===== config.mk =====
export PLATFORM = sky130hd
export DESIGN_NAME = multicycle_alu_sequencer
export DESIGN_NICKNAME = d
export VERILOG_FILES = /design/src/rtl/multicycle_alu_sequencer.sv
export SDC_FILE = /design/constraint.sdc
export NUM_CORES = 1
export LEC_CHECK = 0
export ABC_CLOCK_PERIOD_IN_PS = 1250
export BUFFER_PORTS_ARGS = -buffer_cell sky130_fd_sc_hd__buf_2
export CAP_MARGIN = 20
export CORE_MARGIN = 2
export CORE_UTILIZATION = 39
export DETAILED_ROUTE_END_ITERATION = 7
export GPL_ROUTABILITY_DRIVEN = 0
export PLACE_DENSITY = 0.71
export SYNTH_ARGS = -nofsm -noshare
export SYNTH_HDL_FRONTEND = slang
export SYNTH_SLANG_ARGS = --single-unit

===== constraint.sdc =====
create_clock -name clk -period 1.25 [get_ports clk]
set_input_delay 0.0625 -clock clk [delete_from_list [all_inputs] [get_ports clk]]
set_output_delay 0.0625 -clock clk [all_outputs]
set_load 0.03 [all_outputs]

===== src/rtl/multicycle_alu_sequencer.sv =====
`default_nettype none
// ============================================================================
// Module   : multicycle_alu_sequencer
// Brief    : Multicycle MIPS main control FSM driving ALU and datapath selects
// Revision : 1.0 - initial release
// ============================================================================
module multicycle_alu_sequencer #(
    parameter int unsigned ILLEGAL_TRAP = 0
) (
    input  logic       clk,
    input  logic       rst_n,
    input  logic [5:0] i_opcode,
    input  logic [5:0] i_funct,
    input  logic       i_zero,
    output logic [2:0] o_alu_control,
    output logic       o_alu_src_a,
    output logic [1:0] o_alu_src_b,
    output logic [1:0] o_pc_src,
    output logic       o_pc_en,
    output logic       o_iord,
    output logic       o_mem_read,
    output logic       o_mem_write,
    output logic       o_ir_write,
    output logic       o_reg_write,
    output logic       o_reg_dst,
    output logic       o_mem_to_reg,
    output logic       o_illegal,
    output logic [3:0] o_state
);

    localparam logic [5:0] c_OP_RTYPE = 6'b000000;
    localparam logic [5:0] c_OP_LW    = 6'b100011;
    localparam logic [5:0] c_OP_SW    = 6'b101011;
    localparam logic [5:0] c_OP_BEQ   = 6'b000100;
    localparam logic [5:0] c_OP_ADDI  = 6'b001000;
    localparam logic [5:0] c_OP_J     = 6'b000010;

    localparam logic [5:0] c_FN_ADD   = 6'b100000;
    localparam logic [5:0] c_FN_SUB   = 6'b100010;
    localparam logic [5:0] c_FN_AND   = 6'b100100;
    localparam logic [5:0] c_FN_OR    = 6'b100101;
    localparam logic [5:0] c_FN_SLT   = 6'b101010;
    localparam logic [5:0] c_FN_JR    = 6'b001000;

    localparam logic [2:0] c_ALU_AND  = 3'b000;
    localparam logic [2:0] c_ALU_OR   = 3'b001;
    localparam logic [2:0] c_ALU_ADD  = 3'b010;
    localparam logic [2:0] c_ALU_PASS = 3'b011;
    localparam logic [2:0] c_ALU_SUB  = 3'b110;
    localparam logic [2:0] c_ALU_SLT  = 3'b111;

    typedef enum logic [3:0] {
        ST_RST    = 4'd0,
        ST_FETCH  = 4'd1,
        ST_DECODE = 4'd2,
        ST_MEMADR = 4'd3,
        ST_MEMRD  = 4'd4,
        ST_MEMWB  = 4'd5,
        ST_MEMWR  = 4'd6,
        ST_EXEC   = 4'd7,
        ST_ALUWB  = 4'd8,
        ST_BRANCH = 4'd9,
        ST_ADDIEX = 4'd10,
        ST_ADDIWB = 4'd11,
        ST_JUMP   = 4'd12,
        ST_JR     = 4'd13,
        ST_SPARE  = 4'd14,
        ST_HALT   = 4'd15
    } state_t;

    state_t     r_state;
    state_t     w_next_state;
    logic       w_pc_write;
    logic       w_branch;
    logic       w_funct_known;
    logic [2:0] w_exec_alu;

    // R-type funct decode; anything outside this set is rejected in DECODE
    always_comb begin
        w_funct_known = 1'b1;
        w_exec_alu    = c_ALU_ADD;
        case (i_funct)
            c_FN_ADD: w_exec_alu = c_ALU_ADD;
            c_FN_SUB: w_exec_alu = c_ALU_SUB;
            c_FN_AND: w_exec_alu = c_ALU_AND;
            c_FN_OR:  w_exec_alu = c_ALU_OR;
            c_FN_SLT: w_exec_alu = c_ALU_SLT;
            default:  w_funct_known = 1'b0;
        endcase
    end

    always_ff @(posedge clk or negedge rst_n) begin
        if (!rst_n) begin
            r_state <= ST_RST;
        end else begin
            r_state <= w_next_state;
        end
    end

    always_comb begin
        w_next_state  = ST_FETCH;
        w_pc_write    = 1'b0;
        w_branch      = 1'b0;
        o_alu_control = 3'b000;
        o_alu_src_a   = 1'b0;
        o_alu_src_b   = 2'b00;
        o_pc_src      = 2'b00;
        o_iord        = 1'b0;
        o_mem_read    = 1'b0;
        o_mem_write   = 1'b0;
        o_ir_write    = 1'b0;
        o_reg_write   = 1'b0;
        o_reg_dst     = 1'b0;
        o_mem_to_reg  = 1'b0;
        o_illegal     = 1'b0;

        case (r_state)
            ST_RST: begin
                w_next_state = ST_FETCH;
            end
            ST_FETCH: begin
                o_mem_read    = 1'b1;
                o_ir_write    = 1'b1;
                o_alu_src_b   = 2'b01;
                o_alu_control = c_ALU_ADD;
                w_pc_write    = 1'b1;
                w_next_state  = ST_DECODE;
            end
            ST_DECODE: begin
                // Branch target is computed speculatively into ALUOut
                o_alu_src_b   = 2'b11;
                o_alu_control = c_ALU_ADD;
                case (i_opcode)
                    c_OP_RTYPE: begin
                        if (i_funct == c_FN_JR) begin
                            w_next_state = ST_JR;
                        end else if (w_funct_known) begin
                            w_next_state = ST_EXEC;
                        end else begin
                            o_illegal    = 1'b1;
                            w_next_state = (ILLEGAL_TRAP != 0) ? ST_HALT : ST_FETCH;
                        end
                    end
                    c_OP_LW:   w_next_state = ST_MEMADR;
                    c_OP_SW:   w_next_state = ST_MEMADR;
                    c_OP_BEQ:  w_next_state = ST_BRANCH;
                    c_OP_ADDI: w_next_state = ST_ADDIEX;
                    c_OP_J:    w_next_state = ST_JUMP;
                    default: begin
                        o_illegal    = 1'b1;
                        w_next_state = (ILLEGAL_TRAP != 0) ? ST_HALT : ST_FETCH;
                    end
                endcase
            end
            ST_MEMADR: begin
                o_alu_src_a   = 1'b1;
                o_alu_src_b   = 2'b10;
                o_alu_control = c_ALU_ADD;
                w_next_state  = (i_opcode == c_OP_LW) ? ST_MEMRD : ST_MEMWR;
            end
            ST_MEMRD: begin
                o_mem_read   = 1'b1;
                o_iord       = 1'b1;
                w_next_state = ST_MEMWB;
            end
            ST_MEMWB: begin
                o_reg_write  = 1'b1;
                o_mem_to_reg = 1'b1;
                w_next_state = ST_FETCH;
            end
            ST_MEMWR: begin
                o_mem_write  = 1'b1;
                o_iord       = 1'b1;
                w_next_state = ST_FETCH;
            end
            ST_EXEC: begin
                o_alu_src_a   = 1'b1;
                o_alu_control = w_exec_alu;
                w_next_state  = ST_ALUWB;
            end
            ST_ALUWB: begin
                o_reg_write  = 1'b1;
                o_reg_dst    = 1'b1;
                w_next_state = ST_FETCH;
            end
            ST_BRANCH: begin
                o_alu_src_a   = 1'b1;
                o_alu_control = c_ALU_SUB;
                o_pc_src      = 2'b01;
                w_branch      = 1'b1;
                w_next_state  = ST_FETCH;
            end
            ST_ADDIEX: begin
                o_alu_src_a   = 1'b1;
                o_alu_src_b   = 2'b10;
                o_alu_control = c_ALU_ADD;
                w_next_state  = ST_ADDIWB;
            end
            ST_ADDIWB: begin
                o_reg_write  = 1'b1;
                w_next_state = ST_FETCH;
            end
            ST_JUMP: begin
                w_pc_write   = 1'b1;
                o_pc_src     = 2'b10;
                w_next_state = ST_FETCH;
            end
            ST_JR: begin
                o_alu_src_a   = 1'b1;
                o_alu_control = c_ALU_PASS;
                w_pc_write    = 1'b1;
                o_pc_src      = 2'b11;
                w_next_state  = ST_FETCH;
            end
            ST_HALT: begin
                // Without trapping, HALT is an unreachable encoding and recovers
                w_next_state = (ILLEGAL_TRAP != 0) ? ST_HALT : ST_FETCH;
            end
            default: begin
                w_next_state = ST_FETCH;
            end
        endcase
    end

    // zero only matters while the branch comparison is on the ALU
    assign o_pc_en = w_pc_write | (w_branch & i_zero);
    assign o_state = r_state;

endmodule
`default_nettype wire


==> results of run 1 <==
-- logic make-up after synthesis --
family / share of synthesized area [%]
adders and majority gates: 1.57
and+or+nand+nor: 40.2
buffers and inverters: 11.0
xor gates and xnor gates: 2.75
AOI/OAI and AO/OA: 28.8
DFF: 15.7
-- metrics by stage --
stage               cells  cell area [sq um]  utilization (%)  TNS (ns)  hold slack [ns]
floorplan              95                853                -     -1.10           -0.233
global placement      172               1240             81.5     -1.36           -0.135
detailed placement    172               1240             81.5     -1.50           -0.131
CTS                   180               1500             98.4     -3.78           0.0822
-- repair_timing --
item | 4_1_cts
resized for setup | 52
hold buffers | 1
cloned | 0
setup endpoints to repair | 21
endpoints found under the hold margin | 4
pin swaps | 9
buffers inserted | 4
==> flow_results.xml, run 1 <==
<?xml version="1.0" encoding="UTF-8"?>
<metrics>
  <group name="status">
    <metric name="status" unit="">stopped before the end</metric>
    <metric name="haltStage" unit="">5_1_grt</metric>
    <metric name="stop_error" unit="">[ERROR DPL-0038] Utilization greater than 100%, impossible to legalize</metric>
  </group>
  <group name="timing">
    <metric name="timing.grt.repair.worst_endpoint" unit="">o_alu_control[0]</metric>
    <metric name="worst_endpoint_kind_after_the_last_repair" unit="">primary output</metric>
  </group>
  <group name="clock_tree">
    <metric name="tritoncts.num_buffers" unit="">3</metric>
    <metric name="clock_tree.htree_level_count" unit="">1</metric>
    <metric name="cts_root_buffer" unit="">sky130_fd_sc_hd__clkbuf_4</metric>
    <metric name="cts.sink_count" unit="">4</metric>
    <metric name="cts-root-to-sink-buffers" unit="">2</metric>
  </group>
  <group name="yosys">
    <metric name="biggest_area_consumer_among_synthesized_cells" unit="">sky130_fd_sc_hd__dfrtp_1</metric>
    <metric name="ffs_latches_synth" unit="">4</metric>
    <metric name="syn_area_per_cell" unit="sq um">6.72</metric>
    <metric name="yosysUniqueCellTypes" unit="">34</metric>
    <metric name="synth_top_cells_by_area" unit="">sky130_fd_sc_hd__dfrtp_1, sky130_fd_sc_hd__nor2_1, sky130_fd_sc_hd__nor3_1, sky130_fd_sc_hd__o21ai_0, sky130_fd_sc_hd__nand2b_1</metric>
    <metric name="synth_top_area_share" unit="%">15.7</metric>
    <metric name="synthMostInstantiatedCell" unit="">sky130_fd_sc_hd__nor2_1</metric>
    <metric name="synth_sequential_area_ratio" unit="%">15.7</metric>
    <metric name="dominantRegCellSynth" unit="">sky130_fd_sc_hd__dfrtp_1</metric>
    <metric name="cell_area_synth" unit="sq um">638</metric>
    <metric name="number_of_instances_in_the_synthesized_netlist" unit="">95</metric>
    <metric name="number_of_enable_flip_flop_cells_after_synthesis" unit="">0</metric>
    <metric name="synth.yosys.warnings" unit="">0</metric>
    <metric name="mappedNetlistNets" unit="">110</metric>
    <metric name="synth.cells.most_frequent" unit="">sky130_fd_sc_hd__nor2_1, sky130_fd_sc_hd__nor3_1, sky130_fd_sc_hd__o21ai_0</metric>
    <metric name="ys_async_sr_fraction" unit="%">100</metric>
  </group>
  <group name="die">
    <metric name="chipWidth" unit="um">44.5</metric>
    <metric name="top_level_port_count" unit="">36</metric>
    <metric name="floorplan.rows" unit="">14</metric>
    <metric name="floorplan.die.height" unit="um">44.5</metric>
    <metric name="initial_core_util" unit="%">41.9</metric>
  </group>
  <group name="place">
    <metric name="buffer_ports.inserted" unit="">35</metric>
    <metric name="dp_hpwl" unit="mm">1.97</metric>
    <metric name="worst_slack_at_placement" unit="ns">-0.259</metric>
  </group>
  <group name="grt">
    <metric name="grt_max_degree" unit="">10</metric>
  </group>
</metrics>
==> run 2, diff against run 1 <==
- ABC_CLOCK_PERIOD_IN_PS: 1250 -> 1600
- CORE_AREA: default -> 2 2 63 65
- CORE_MARGIN: 2 -> default
- CORE_UTILIZATION: 39 -> default
- DIE_AREA: default -> 0 0 65 67
- PLACE_DENSITY: 0.71 -> default
- PLACE_DENSITY_LB_ADDON: default -> 0.15
- clock period: 1.25 -> 1.6 ns (I/O delays scaled with it)
==> run 2 against run 1 <==
The run now ends clean. Synthesized cell count is the same. Synthesized area is the same.
==> flow_results.xml, run 2 <==
<?xml version="1.0" encoding="UTF-8"?>
<metrics>
  <group name="final_layout">
    <metric name="fillCellCount" unit="">401</metric>
    <metric name="most-common-layout-cells" unit="">sky130_fd_sc_hd__buf_2, sky130_fd_sc_hd__buf_4, sky130_fd_sc_hd__nor2_1, sky130_fd_sc_hd__o21ai_0</metric>
    <metric name="num-nets-final" unit="">164</metric>
    <metric name="post-route-util" unit="%">32.7</metric>
    <metric name="area_growth_syn_to_layout" unit="%">84.7</metric>
    <metric name="proportion_of_layout_cells_with_a_drive_suffix_above_1" unit="%">60.5</metric>
    <metric name="sequential_cell_area" unit="sq um">103</metric>
    <metric name="fin_cells" unit="">195</metric>
    <metric name="final_common_cell" unit="">sky130_fd_sc_hd__buf_2</metric>
    <metric name="insertedDiodeCount" unit="">0</metric>
    <metric name="design_area" unit="sq um">1180</metric>
    <metric name="multiInputGateArea" unit="sq um">576</metric>
    <metric name="largest_register_ffs" unit="">4</metric>
  </group>
  <group name="run">
    <metric name="max_cap_viol_count" unit="">0</metric>
  </group>
  <group name="drt">
    <metric name="route.vias.total" unit="">876</metric>
    <metric name="drt-initial-drc-count" unit="">35</metric>
    <metric name="final_routed_wirelength_across_all_metal_layers" unit="mm">2.50</metric>
    <metric name="wl_per_cell" unit="um">12.8</metric>
    <metric name="post_drt_via_cell_ratio" unit="">4.49</metric>
    <metric name="router_iterations_before_antenna_repair" unit="">4</metric>
    <metric name="drt.antenna.violating_nets" unit="">0</metric>
    <metric name="remaining_drc_errors" unit="">0</metric>
  </group>
  <group name="power">
    <metric name="peakVddDrop" unit="uV">418</metric>
    <metric name="pwr_density" unit="nW/um^2">1840</metric>
    <metric name="p_leak" unit="nW">0.521</metric>
  </group>
  <group name="clock_tree">
    <metric name="cts_root_buffer" unit="">sky130_fd_sc_hd__clkbuf_8</metric>
    <metric name="insertion_delay_of_the_later_clocked_pin_in_the_worst_skew_pair" unit="ns">0.21</metric>
    <metric name="cts-root-to-sink-buffers" unit="">2</metric>
    <metric name="cts.sink_count" unit="">4</metric>
    <metric name="clock_tree.htree_level_count" unit="">1</metric>
    <metric name="tritoncts_clock_tree" unit="">yes</metric>
    <metric name="clkTransAtPathRegs" unit="ns">0.03</metric>
    <metric name="tritoncts.num_buffers" unit="">3</metric>
  </group>
  <group name="place">
    <metric name="placedCellCount" unit="">181</metric>
    <metric name="dp_hpwl" unit="mm">1.90</metric>
    <metric name="postPlaceCellArea" unit="sq um">958</metric>
    <metric name="buffer_ports.inserted" unit="">35</metric>
    <metric name="worst_slack_at_placement" unit="ns">-0.0375</metric>
  </group>
  <group name="critical_path">
    <metric name="worst_setup_path_end_kind" unit="">primary output</metric>
    <metric name="setup.worst_path.start" unit="">o_state[2]</metric>
    <metric name="setup_slack_of_the_most_critical_reg_to_reg_path" unit="ns">0.12</metric>
    <metric name="worstPathRequired" unit="ns">1.52</metric>
    <metric name="ff2ff_path_depth" unit="">4</metric>
    <metric name="path_class" unit="">register to primary output</metric>
    <metric name="crit_path_start_kind" unit="">register</metric>
    <metric name="critical_path.reg2reg.endpoint" unit="">o_state[3]</metric>
    <metric name="cp-endpoint" unit="">o_illegal</metric>
    <metric name="worst-endpoint-arrival" unit="ns">1.51</metric>
    <metric name="crit-reg2reg-launch" unit="">o_state[2]</metric>
    <metric name="path_max_fanout" unit="">8</metric>
  </group>
  <group name="die">
    <metric name="fp.coreArea" unit="sq um">3610</metric>
    <metric name="floorplan.die.height" unit="um">67</metric>
    <metric name="chipWidth" unit="um">65</metric>
    <metric name="top_level_port_count" unit="">36</metric>
    <metric name="die_footprint" unit="sq um">4360</metric>
    <metric name="initial_core_util" unit="%">17.7</metric>
    <metric name="floorplan.rows" unit="">22</metric>
  </group>
  <group name="timing">
    <metric name="fin_tns_setup" unit="ns">0</metric>
    <metric name="timing.final.max_slew_violations" unit="">0</metric>
    <metric name="clock.fmax" unit="GHz">0.631</metric>
    <metric name="rsz0062_at_grt" unit="">true</metric>
    <metric name="max_slew_margin" unit="%">71.9</metric>
    <metric name="setup_viol" unit="">0</metric>
    <metric name="final.setup_skew" unit="ns">0.00307</metric>
    <metric name="final_critical_path_setup_slack" unit="ns">0.0145</metric>
    <metric name="period_minus_slack" unit="ns">1.59</metric>
    <metric name="max_slew.worst_pin.slew" unit="ns">0.418</metric>
    <metric name="timing.final.hold_violations" unit="">0</metric>
    <metric name="post-route-period-util" unit="%">99.1</metric>
  </group>
  <group name="yosys">
    <metric name="synth_sequential_area_ratio" unit="%">15.7</metric>
    <metric name="cell_area_synth" unit="sq um">638</metric>
    <metric name="synth_top_area_share" unit="%">15.7</metric>
    <metric name="ys_async_sr_fraction" unit="%">100</metric>
    <metric name="synth.cells.most_frequent" unit="">sky130_fd_sc_hd__nor2_1, sky130_fd_sc_hd__nor3_1, sky130_fd_sc_hd__o21ai_0</metric>
    <metric name="mappedNetlistNets" unit="">110</metric>
    <metric name="number_of_instances_in_the_synthesized_netlist" unit="">95</metric>
    <metric name="synthMostInstantiatedCell" unit="">sky130_fd_sc_hd__nor2_1</metric>
    <metric name="dominantRegCellSynth" unit="">sky130_fd_sc_hd__dfrtp_1</metric>
    <metric name="biggest_area_consumer_among_synthesized_cells" unit="">sky130_fd_sc_hd__dfrtp_1</metric>
    <metric name="synth_top_cells_by_area" unit="">sky130_fd_sc_hd__dfrtp_1, sky130_fd_sc_hd__nor2_1, sky130_fd_sc_hd__nor3_1, sky130_fd_sc_hd__o21ai_0, sky130_fd_sc_hd__nand2b_1</metric>
    <metric name="syn_area_per_cell" unit="sq um">6.72</metric>
    <metric name="yosysUniqueCellTypes" unit="">34</metric>
    <metric name="synth.yosys.warnings" unit="">0</metric>
    <metric name="number_of_enable_flip_flop_cells_after_synthesis" unit="">0</metric>
    <metric name="ffs_latches_synth" unit="">4</metric>
  </group>
  <group name="grt">
    <metric name="grt_max_degree" unit="">19</metric>
    <metric name="vias_in_the_first_global_route" unit="">807</metric>
    <metric name="antenna_found_initial" unit="">0</metric>
    <metric name="grt_usage" unit="%">11.2</metric>
    <metric name="grt_first_pass_wirelength" unit="mm">3.86</metric>
    <metric name="aggregate_global_routing_overflow" unit="">0</metric>
  </group>
  <group name="min_path">
    <metric name="timing.hold.worst.class" unit="">primary input to async pin</metric>
  </group>
  <group name="status">
    <metric name="status" unit="">finished clean</metric>
  </group>
</metrics>
-- run 2: cell counts after synthesis --
Identical to the previous run, type by type.
-- run 2: worst min path at each step --
stage          startpoint          to  slack [ns]  cells after the start
2_1_floorplan       rst_n  o_state[0]       -0.22                      0
6_report            rst_n  o_state[3]        0.20                      2
3_5_place_dp        rst_n  o_state[1]       -0.11                      1
4_1_cts             rst_n  o_state[3]        0.20                      2
3_3_place_gp        rst_n  o_state[0]       -0.12                      1
5_1_grt             rst_n  o_state[2]        0.21                      2
-- run 2: cells by family after synthesis --
kind of cell / synth area share (%)
adders and majority gates: 1.57
buffers and inverters: 11.0
xor gates and xnor gates: 2.75
AOI/OAI and AO/OA: 28.8
DFF: 15.7
and+or+nand+nor: 40.2
-- run 2: where the power goes --
group	switching, mW	internal (mW)
sequential	0.0595	0.145
clock	0.0476	0.160
combinational	1.04	0.720
total	1.15	1.03
-- run 2: cell type report --
class,count,share of cell area (%)
multi-input cells,78,48.8
inverters,5,1.91
flip-flops and latches,4,8.70
repair buffers,57,32.0
clock buffers,3,3.50
well taps,48,5.10
-- run 2: metal layers --
metal  wire length [um]  up-vias  track usage (%)
met2               1120       25             17.9
li1                   -      462                -
met4                  0        0             4.79
met1               1210      389             14.8
met3                165        0             1.86
met5                  0        -                0
-- run 2: metrics by stage --
step | hold slack, ns | total power [mW]
5_1_grt | 0.213 | 2.32
3_5_place_dp | -0.112 | 1.66
3_3_place_gp | -0.115 | 1.66
4_1_cts | 0.197 | 1.93
2_1_floorplan | -0.216 | 1.19
6_report | 0.199 | 2.17
-- run 2: worst max-delay path: stages (launching register included) --
cell and delay [ns]:
sky130_fd_sc_hd__dfrtp_2 0.47, sky130_fd_sc_hd__nor4b_2 0.30, sky130_fd_sc_hd__buf_4 0.17, sky130_fd_sc_hd__o221a_2 0.16
sky130_fd_sc_hd__buf_2 0.19
-- run 2: what timing repair did --
item                                   4_1_cts  5_1_grt
hold buffers                                 1        0
setup endpoints to repair                    7        9
pin swaps                                    1        2
endpoints found under the hold margin        4        0
gates cloned                                 0        1
resized for setup                           10       18
setup buffers                                0        9
Power figures use the tool's default switching activity.
==> run 3, diff against run 2 <==
- BUFFER_PORTS_ARGS: -buffer_cell sky130_fd_sc_hd__buf_2 -> -buffer_cell sky130_fd_sc_hd__buf_4
==> run 3 against run 2 <==
The flow now finishes with violations (setup timing). Clock power is 3% higher. Cell area is 11% higher. Die area stayed put. Sequential share of layout area is 1.1 points lower. Critical endpoint is now o_alu_control[1]. Clock skew is 0.0041 ns higher. Register-to-register slack worse by 0.06 ns. Via count is 3.4% higher. Flip-flop and latch count stayed put. Worst hold slack worse by 0.056 ns. Combinational power is 6% higher. Worst setup slack worse by 0.033 ns.
==> flow_results.xml, run 3 (synthesis gave the netlist of run 2 again) <==
<?xml version="1.0" encoding="UTF-8"?>
<metrics>
  <group name="critical_path">
    <metric name="worst-endpoint-arrival" unit="ns">1.54</metric>
    <metric name="worstPathRequired" unit="ns">1.52</metric>
    <metric name="setup.worst_path.start" unit="">o_state[2]</metric>
    <metric name="crit_path_start_kind" unit="">register</metric>
    <metric name="timing.critical_path.buf_inv" unit="">3</metric>
    <metric name="timing.critical_path.slowest_stage_cell" unit="">sky130_fd_sc_hd__o41ai_4</metric>
    <metric name="path_class" unit="">register to primary output</metric>
    <metric name="critical_path_cell_by_cell" unit="">buf_6 -&gt; clkinvlp_4 -&gt; o41ai_4 -&gt; a221oi_2 -&gt; buf_4</metric>
    <metric name="max_stage_delay" unit="ns">0.37</metric>
    <metric name="worst_setup_path_end_kind" unit="">primary output</metric>
    <metric name="setup_slack_of_the_most_critical_reg_to_reg_path" unit="ns">0.06</metric>
    <metric name="crit-reg2reg-launch" unit="">o_state[2]</metric>
    <metric name="path_max_fanout" unit="">7</metric>
    <metric name="cpLargestDelayFamily" unit="">buffers and inverters</metric>
  </group>
  <group name="drt">
    <metric name="remaining_drc_errors" unit="">0</metric>
    <metric name="wl_per_cell" unit="um">13.2</metric>
    <metric name="router_iterations_before_antenna_repair" unit="">4</metric>
    <metric name="post_drt_via_cell_ratio" unit="">4.62</metric>
    <metric name="final_routed_wirelength_across_all_metal_layers" unit="mm">2.58</metric>
    <metric name="drt-initial-drc-count" unit="">28</metric>
    <metric name="route.vias.total" unit="">906</metric>
    <metric name="drt.antenna.violating_nets" unit="">0</metric>
  </group>
  <group name="place">
    <metric name="placedCellCount" unit="">182</metric>
    <metric name="worst_slack_at_placement" unit="ns">-0.0108</metric>
    <metric name="postPlaceCellArea" unit="sq um">1040</metric>
    <metric name="buffer_ports.inserted" unit="">35</metric>
    <metric name="dp_hpwl" unit="mm">1.88</metric>
  </group>
  <group name="clock_tree">
    <metric name="clock_tree.htree_level_count" unit="">1</metric>
    <metric name="cts_root_buffer" unit="">sky130_fd_sc_hd__clkbuf_8</metric>
    <metric name="tritoncts_clock_tree" unit="">yes</metric>
    <metric name="cts-root-to-sink-buffers" unit="">2</metric>
    <metric name="tritoncts.num_buffers" unit="">3</metric>
    <metric name="cts.sink_count" unit="">4</metric>
    <metric name="clkTransAtPathRegs" unit="ns">0.03</metric>
    <metric name="insertion_delay_of_the_later_clocked_pin_in_the_worst_skew_pair" unit="ns">0.22</metric>
  </group>
  <group name="status">
    <metric name="violated_checks" unit="">setup timing</metric>
    <metric name="status" unit="">complete, but fails checks</metric>
  </group>
  <group name="timing">
    <metric name="setup_viol" unit="">1</metric>
    <metric name="post-route-period-util" unit="%">101</metric>
    <metric name="timing.final.hold_violations" unit="">0</metric>
    <metric name="period_minus_slack" unit="ns">1.62</metric>
    <metric name="final.setup_skew" unit="ns">0.00717</metric>
    <metric name="rsz0062_at_grt" unit="">true</metric>
    <metric name="clock.fmax" unit="GHz">0.618</metric>
    <metric name="hold_slack" unit="ns">0.143</metric>
    <metric name="max_slew.worst_pin.slew" unit="ns">0.510</metric>
    <metric name="timing.final.max_slew_violations" unit="">0</metric>
    <metric name="max_slew_margin" unit="%">65.7</metric>
    <metric name="final_critical_path_setup_slack" unit="ns">-0.0181</metric>
  </group>
  <group name="die">
    <metric name="floorplan.die.height" unit="um">67</metric>
    <metric name="floorplan.rows" unit="">22</metric>
    <metric name="chipWidth" unit="um">65</metric>
    <metric name="fp.coreArea" unit="sq um">3610</metric>
    <metric name="top_level_port_count" unit="">36</metric>
    <metric name="initial_core_util" unit="%">17.7</metric>
    <metric name="die_footprint" unit="sq um">4360</metric>
  </group>
  <group name="final_layout">
    <metric name="insertedDiodeCount" unit="">0</metric>
    <metric name="proportion_of_layout_cells_with_a_drive_suffix_above_1" unit="%">59.5</metric>
    <metric name="design_area" unit="sq um">1310</metric>
    <metric name="area_growth_syn_to_layout" unit="%">105</metric>
    <metric name="fillCellCount" unit="">389</metric>
    <metric name="largest_register_ffs" unit="">4</metric>
    <metric name="fin_cells" unit="">196</metric>
    <metric name="num-nets-final" unit="">165</metric>
    <metric name="most-common-layout-cells" unit="">sky130_fd_sc_hd__buf_4, sky130_fd_sc_hd__nor2_1, sky130_fd_sc_hd__buf_6, sky130_fd_sc_hd__nand2_1</metric>
    <metric name="final_common_cell" unit="">sky130_fd_sc_hd__buf_4</metric>
  </group>
  <group name="power">
    <metric name="peakVddDrop" unit="uV">456</metric>
    <metric name="pwr_density" unit="nW/um^2">1720</metric>
    <metric name="p_leak" unit="nW">0.585</metric>
  </group>
  <group name="grt">
    <metric name="grt_first_pass_wirelength" unit="mm">3.87</metric>
    <metric name="vias_in_the_first_global_route" unit="">815</metric>
    <metric name="grt_max_degree" unit="">19</metric>
    <metric name="grt_usage" unit="%">11.3</metric>
    <metric name="antenna_found_initial" unit="">0</metric>
    <metric name="aggregate_global_routing_overflow" unit="">0</metric>
  </group>
  <group name="min_path">
    <metric name="hold_start" unit="">i_opcode[2]</metric>
    <metric name="timing.hold.worst.class" unit="">primary input to register</metric>
  </group>
  <group name="run">
    <metric name="max_cap_viol_count" unit="">0</metric>
  </group>
</metrics>
[run 3: cell count changes in the layout (fill, tap and decap cells not counted), moves of 2 or more]
cell                       change
sky130_fd_sc_hd__buf_2        -30
sky130_fd_sc_hd__buf_4        +28
sky130_fd_sc_hd__buf_6         +6
sky130_fd_sc_hd__clkbuf_4      -2
sky130_fd_sc_hd__dfrtp_1       +2
sky130_fd_sc_hd__dfrtp_2       -2
sky130_fd_sc_hd__nand2_1       +2
sky130_fd_sc_hd__nand2_2       -2
sky130_fd_sc_hd__o21ai_0       -2
sky130_fd_sc_hd__o21ai_2       +2
[run 3: path summary, 6_finish.rpt]
kind                                         end  cells past startpoint
worst max-delay path            o_alu_control[1]                      5
worst min-delay path                  o_state[1]                      2
worst max register to register        o_state[3]                      6
worst min register to register        o_state[0]                      3
max in group asynchronous             o_state[3]                      2
min in group asynchronous             o_state[2]                      2
[run 3: area by class of cell]
type	count	area [sq um]	share of cell area [%]
clock buffer	3	41.3	3.15
multi-input combinational	78	617	47.1
inverter	5	22.5	1.72
timing repair buffer	58	469	35.8
sequential	4	100	7.64
tap	48	60.1	4.58
[run 3: stage by stage]
stage / power [mW] / util [%] / setup TNS (ns)
floorplan: 1.19 / - / -0.258
global placement: 1.77 / 28.9 / -0.0487
detailed placement: 1.77 / 28.9 / -0.0108
CTS: 2.03 / 31.4 / -0.0742
global route: 2.39 / 36.3 / -0.297
finish: 2.26 / 36.3 / -0.0181
[run 3: layer usage]
layer / up-vias / track usage [%] / wire (um)
li1: 461 / - / -
met1: 420 / 15.9 / 1230
met2: 25 / 17.1 / 1200
met3: 0 / 2.03 / 147
met4: 0 / 3.99 / 0
met5: - / 0 / 0
[run 3: timing repair]
| action | CTS | global route |
|---|---|---|
| setup endpoints to repair | 6 | 9 |
| hold buffers | 1 | 0 |
| buffers inserted | 0 | 9 |
| pin swaps | 4 | 7 |
| gates cloned | 0 | 1 |
| hold endpoints to repair | 4 | 0 |
| resized for setup | 8 | 23 |
[run 3: report_power, final]
part | total [mW] | leakage [nW] | internal, mW | switching (mW)
clock | 0.214 | 0.0216 | 0.160 | 0.0537
sequential | 0.173 | 0.0508 | 0.143 | 0.0305
combinational | 1.87 | 0.513 | 0.788 | 1.08
total | 2.26 | 0.585 | 1.09 | 1.17
==> run 4, diff against run 3 <==
- CELL_PAD_IN_SITES_DETAIL_PLACEMENT: default -> 2
- CELL_PAD_IN_SITES_GLOBAL_PLACEMENT: default -> 2
- MAX_ROUTING_LAYER: default -> met4
==> run 4 against run 3 <==
The flow still finishes with violations (setup timing). Register-to-register slack barely moved. First-iteration DRC count is 11% lower. Via count is 5.4% higher. Final cell count increased by 1.0%. Global-route usage grew 2.4 points. Critical path depth unchanged. Fmax rose by 0.45%. Combinational power rose by 4%. Flip-flop and latch count unchanged. Die area unchanged. Critical endpoint unchanged. Highest routed layer is now met4.
==> flow_results.xml, run 4 (synthesis gave the netlist of run 2 again) <==
<?xml version="1.0" encoding="UTF-8"?>
<metrics>
  <group name="timing">
    <metric name="timing.final.max_slew_violations" unit="">0</metric>
    <metric name="period_minus_slack" unit="ns">1.61</metric>
    <metric name="clock.fmax" unit="GHz">0.621</metric>
    <metric name="timing.final.hold_violations" unit="">0</metric>
    <metric name="setup_viol" unit="">1</metric>
    <metric name="post-route-period-util" unit="%">101</metric>
    <metric name="rsz0062_at_grt" unit="">true</metric>
    <metric name="max_slew_margin" unit="%">71.6</metric>
    <metric name="max_slew.worst_pin.slew" unit="ns">0.422</metric>
    <metric name="final.setup_skew" unit="ns">0.00352</metric>
    <metric name="fin_tns_setup" unit="ns">-0.0108</metric>
    <metric name="final_critical_path_setup_slack" unit="ns">-0.0108</metric>
  </group>
  <group name="drt">
    <metric name="post_drt_via_cell_ratio" unit="">4.82</metric>
    <metric name="wl_per_cell" unit="um">16.0</metric>
    <metric name="route.vias.total" unit="">955</metric>
    <metric name="remaining_drc_errors" unit="">0</metric>
    <metric name="final_routed_wirelength_across_all_metal_layers" unit="mm">3.17</metric>
    <metric name="router_iterations_before_antenna_repair" unit="">2</metric>
    <metric name="drt-initial-drc-count" unit="">25</metric>
    <metric name="drt.antenna.violating_nets" unit="">0</metric>
  </group>
  <group name="power">
    <metric name="pwr_density" unit="nW/um^2">1800</metric>
    <metric name="p_leak" unit="nW">0.568</metric>
    <metric name="power" unit="mW">2.35</metric>
    <metric name="peakVddDrop" unit="uV">505</metric>
  </group>
  <group name="clock_tree">
    <metric name="cts-root-to-sink-buffers" unit="">2</metric>
    <metric name="tritoncts.num_buffers" unit="">3</metric>
    <metric name="clock_tree.htree_level_count" unit="">1</metric>
    <metric name="clkTransAtPathRegs" unit="ns">0.03</metric>
    <metric name="cts.sink_count" unit="">4</metric>
    <metric name="insertion_delay_of_the_later_clocked_pin_in_the_worst_skew_pair" unit="ns">0.21</metric>
    <metric name="cts_root_buffer" unit="">sky130_fd_sc_hd__clkbuf_8</metric>
    <metric name="tritoncts_clock_tree" unit="">yes</metric>
  </group>
  <group name="critical_path">
    <metric name="path_max_fanout" unit="">6</metric>
    <metric name="worst-endpoint-arrival" unit="ns">1.53</metric>
    <metric name="max_stage_delay" unit="ns">0.40</metric>
    <metric name="path_class" unit="">register to primary output</metric>
    <metric name="crit-reg2reg-launch" unit="">o_state[0]</metric>
    <metric name="timing.critical_path.slowest_stage_cell" unit="">sky130_fd_sc_hd__dfrtp_2</metric>
    <metric name="crit_path_start_kind" unit="">register</metric>
    <metric name="worstPathRequired" unit="ns">1.52</metric>
    <metric name="critical_path_cell_by_cell" unit="">buf_8 -&gt; clkinvlp_4 -&gt; o41ai_2 -&gt; a221oi_2 -&gt; buf_4</metric>
    <metric name="setup.worst_path.start" unit="">o_state[2]</metric>
    <metric name="worst_setup_path_end_kind" unit="">primary output</metric>
  </group>
  <group name="min_path">
    <metric name="timing.hold.worst.class" unit="">primary input to register</metric>
    <metric name="hold_start" unit="">i_opcode[2]</metric>
  </group>
  <group name="final_layout">
    <metric name="num-nets-final" unit="">167</metric>
    <metric name="fin_cells" unit="">198</metric>
    <metric name="design_area" unit="sq um">1300</metric>
    <metric name="fillCellCount" unit="">434</metric>
    <metric name="proportion_of_layout_cells_with_a_drive_suffix_above_1" unit="%">59.3</metric>
    <metric name="insertedDiodeCount" unit="">0</metric>
    <metric name="area_growth_syn_to_layout" unit="%">104</metric>
    <metric name="most-common-layout-cells" unit="">sky130_fd_sc_hd__buf_4, sky130_fd_sc_hd__nor2_1, sky130_fd_sc_hd__o21ai_0</metric>
    <metric name="largest_register_ffs" unit="">4</metric>
    <metric name="final_common_cell" unit="">sky130_fd_sc_hd__buf_4</metric>
  </group>
  <group name="grt">
    <metric name="grt.met3_usage" unit="%">1.69</metric>
    <metric name="aggregate_global_routing_overflow" unit="">0</metric>
    <metric name="global_route.usage.met1" unit="%">14.8</metric>
    <metric name="busiest_layer" unit="">met2</metric>
    <metric name="met2_track_usage_gr" unit="%">25.8</metric>
    <metric name="grt_max_degree" unit="">19</metric>
    <metric name="antenna_found_initial" unit="">0</metric>
    <metric name="vias_in_the_first_global_route" unit="">928</metric>
    <metric name="grt_first_pass_wirelength" unit="mm">4.47</metric>
    <metric name="grt_usage" unit="%">13.7</metric>
  </group>
  <group name="place">
    <metric name="dp_hpwl" unit="mm">2.17</metric>
    <metric name="buffer_ports.inserted" unit="">35</metric>
    <metric name="postPlaceCellArea" unit="sq um">1030</metric>
    <metric name="placedCellCount" unit="">180</metric>
  </group>
  <group name="die">
    <metric name="top_level_port_count" unit="">36</metric>
    <metric name="chipWidth" unit="um">65</metric>
    <metric name="floorplan.rows" unit="">22</metric>
    <metric name="floorplan.die.height" unit="um">67</metric>
    <metric name="die_footprint" unit="sq um">4360</metric>
    <metric name="fp.coreArea" unit="sq um">3610</metric>
    <metric name="initial_core_util" unit="%">17.7</metric>
  </group>
  <group name="status">
    <metric name="status" unit="">complete, but fails checks</metric>
    <metric name="violated_checks" unit="">setup timing</metric>
  </group>
  <group name="run">
    <metric name="max_cap_viol_count" unit="">0</metric>
  </group>
</metrics>
==> run 4: changes by cell type in the layout (fill, tap and decap cells not counted), sizes merged <==
| cell | change |
|---|---|
| buf | +1 |
| clkbuf | +1 |
==> run 4: stage by stage <==
step / setup WS (ns) / utilization [%] / hold WS [ns]
after floorplan: -0.0592 / - / -0.216
final: -0.0108 / 36.2 / 0.176
after global placement: 0.0197 / 28.5 / -0.122
after global routing: -0.0686 / 36.2 / 0.177
after detailed placement: -0.0273 / 28.5 / -0.121
after CTS: -0.0267 / 31.3 / 0.175
==> run 4: report_power, final <==
group | switching, mW | leakage, nW | internal, mW
Sequential | 0.0439 | 0.0494 | 0.144
Combinational | 1.10 | 0.497 | 0.849
Clock | 0.0487 | 0.0216 | 0.160
==> run 4: cell type report <==
type | instances | area [sq um] | area share (%)
Multi-Input combinational cell | 78 | 566 | 43.4
Timing Repair Buffer | 60 | 513 | 39.3
Sequential cell | 4 | 101 | 7.77
Tap cell | 48 | 60.1 | 4.61
Clock buffer | 3 | 41.3 | 3.17
Inverter | 5 | 22.5 | 1.73
==> run 4: final timing paths <==
| path | cells past startpoint | end | slack, ns |
|---|---|---|---|
| max | 5 | o_alu_control[1] | -0.01 |
| min in group asynchronous | 2 | o_state[1] | 0.20 |
| max in group asynchronous | 2 | o_state[2] | 1.28 |
| min reg2reg | 2 | o_state[1] | 0.69 |
| min | 2 | o_state[1] | 0.18 |
| max reg2reg | 5 | o_state[1] | 0.05 |
==> run 4: worst max-delay path: cells and delay by family, from the launching register on <==
family                 cells  cell delay (ns)
buffers and inverters      3             0.45
AO/OA/AOI/OAI              2             0.46
flip-flops                 1             0.40
==> run 4: what timing repair did <==
item / CTS / global route
pin swaps: 2 / 1
hold endpoints to repair: 4 / 0
hold buffers: 1 / 0
cloned: 0 / 1
buffers inserted: 0 / 13
resized for setup: 11 / 15
setup endpoints to repair: 6 / 10
==> run 4: layer usage <==
metal / routed length, um / part of all wire (%) / vias to the layer above
li1: - / - / 466
met1: 1350 / 43 / 466
met2: 1690 / 53 / 21
met3: 94 / 3.0 / 2
met4: 27 / 0.85 / 0
met5: 0 / 0 / -
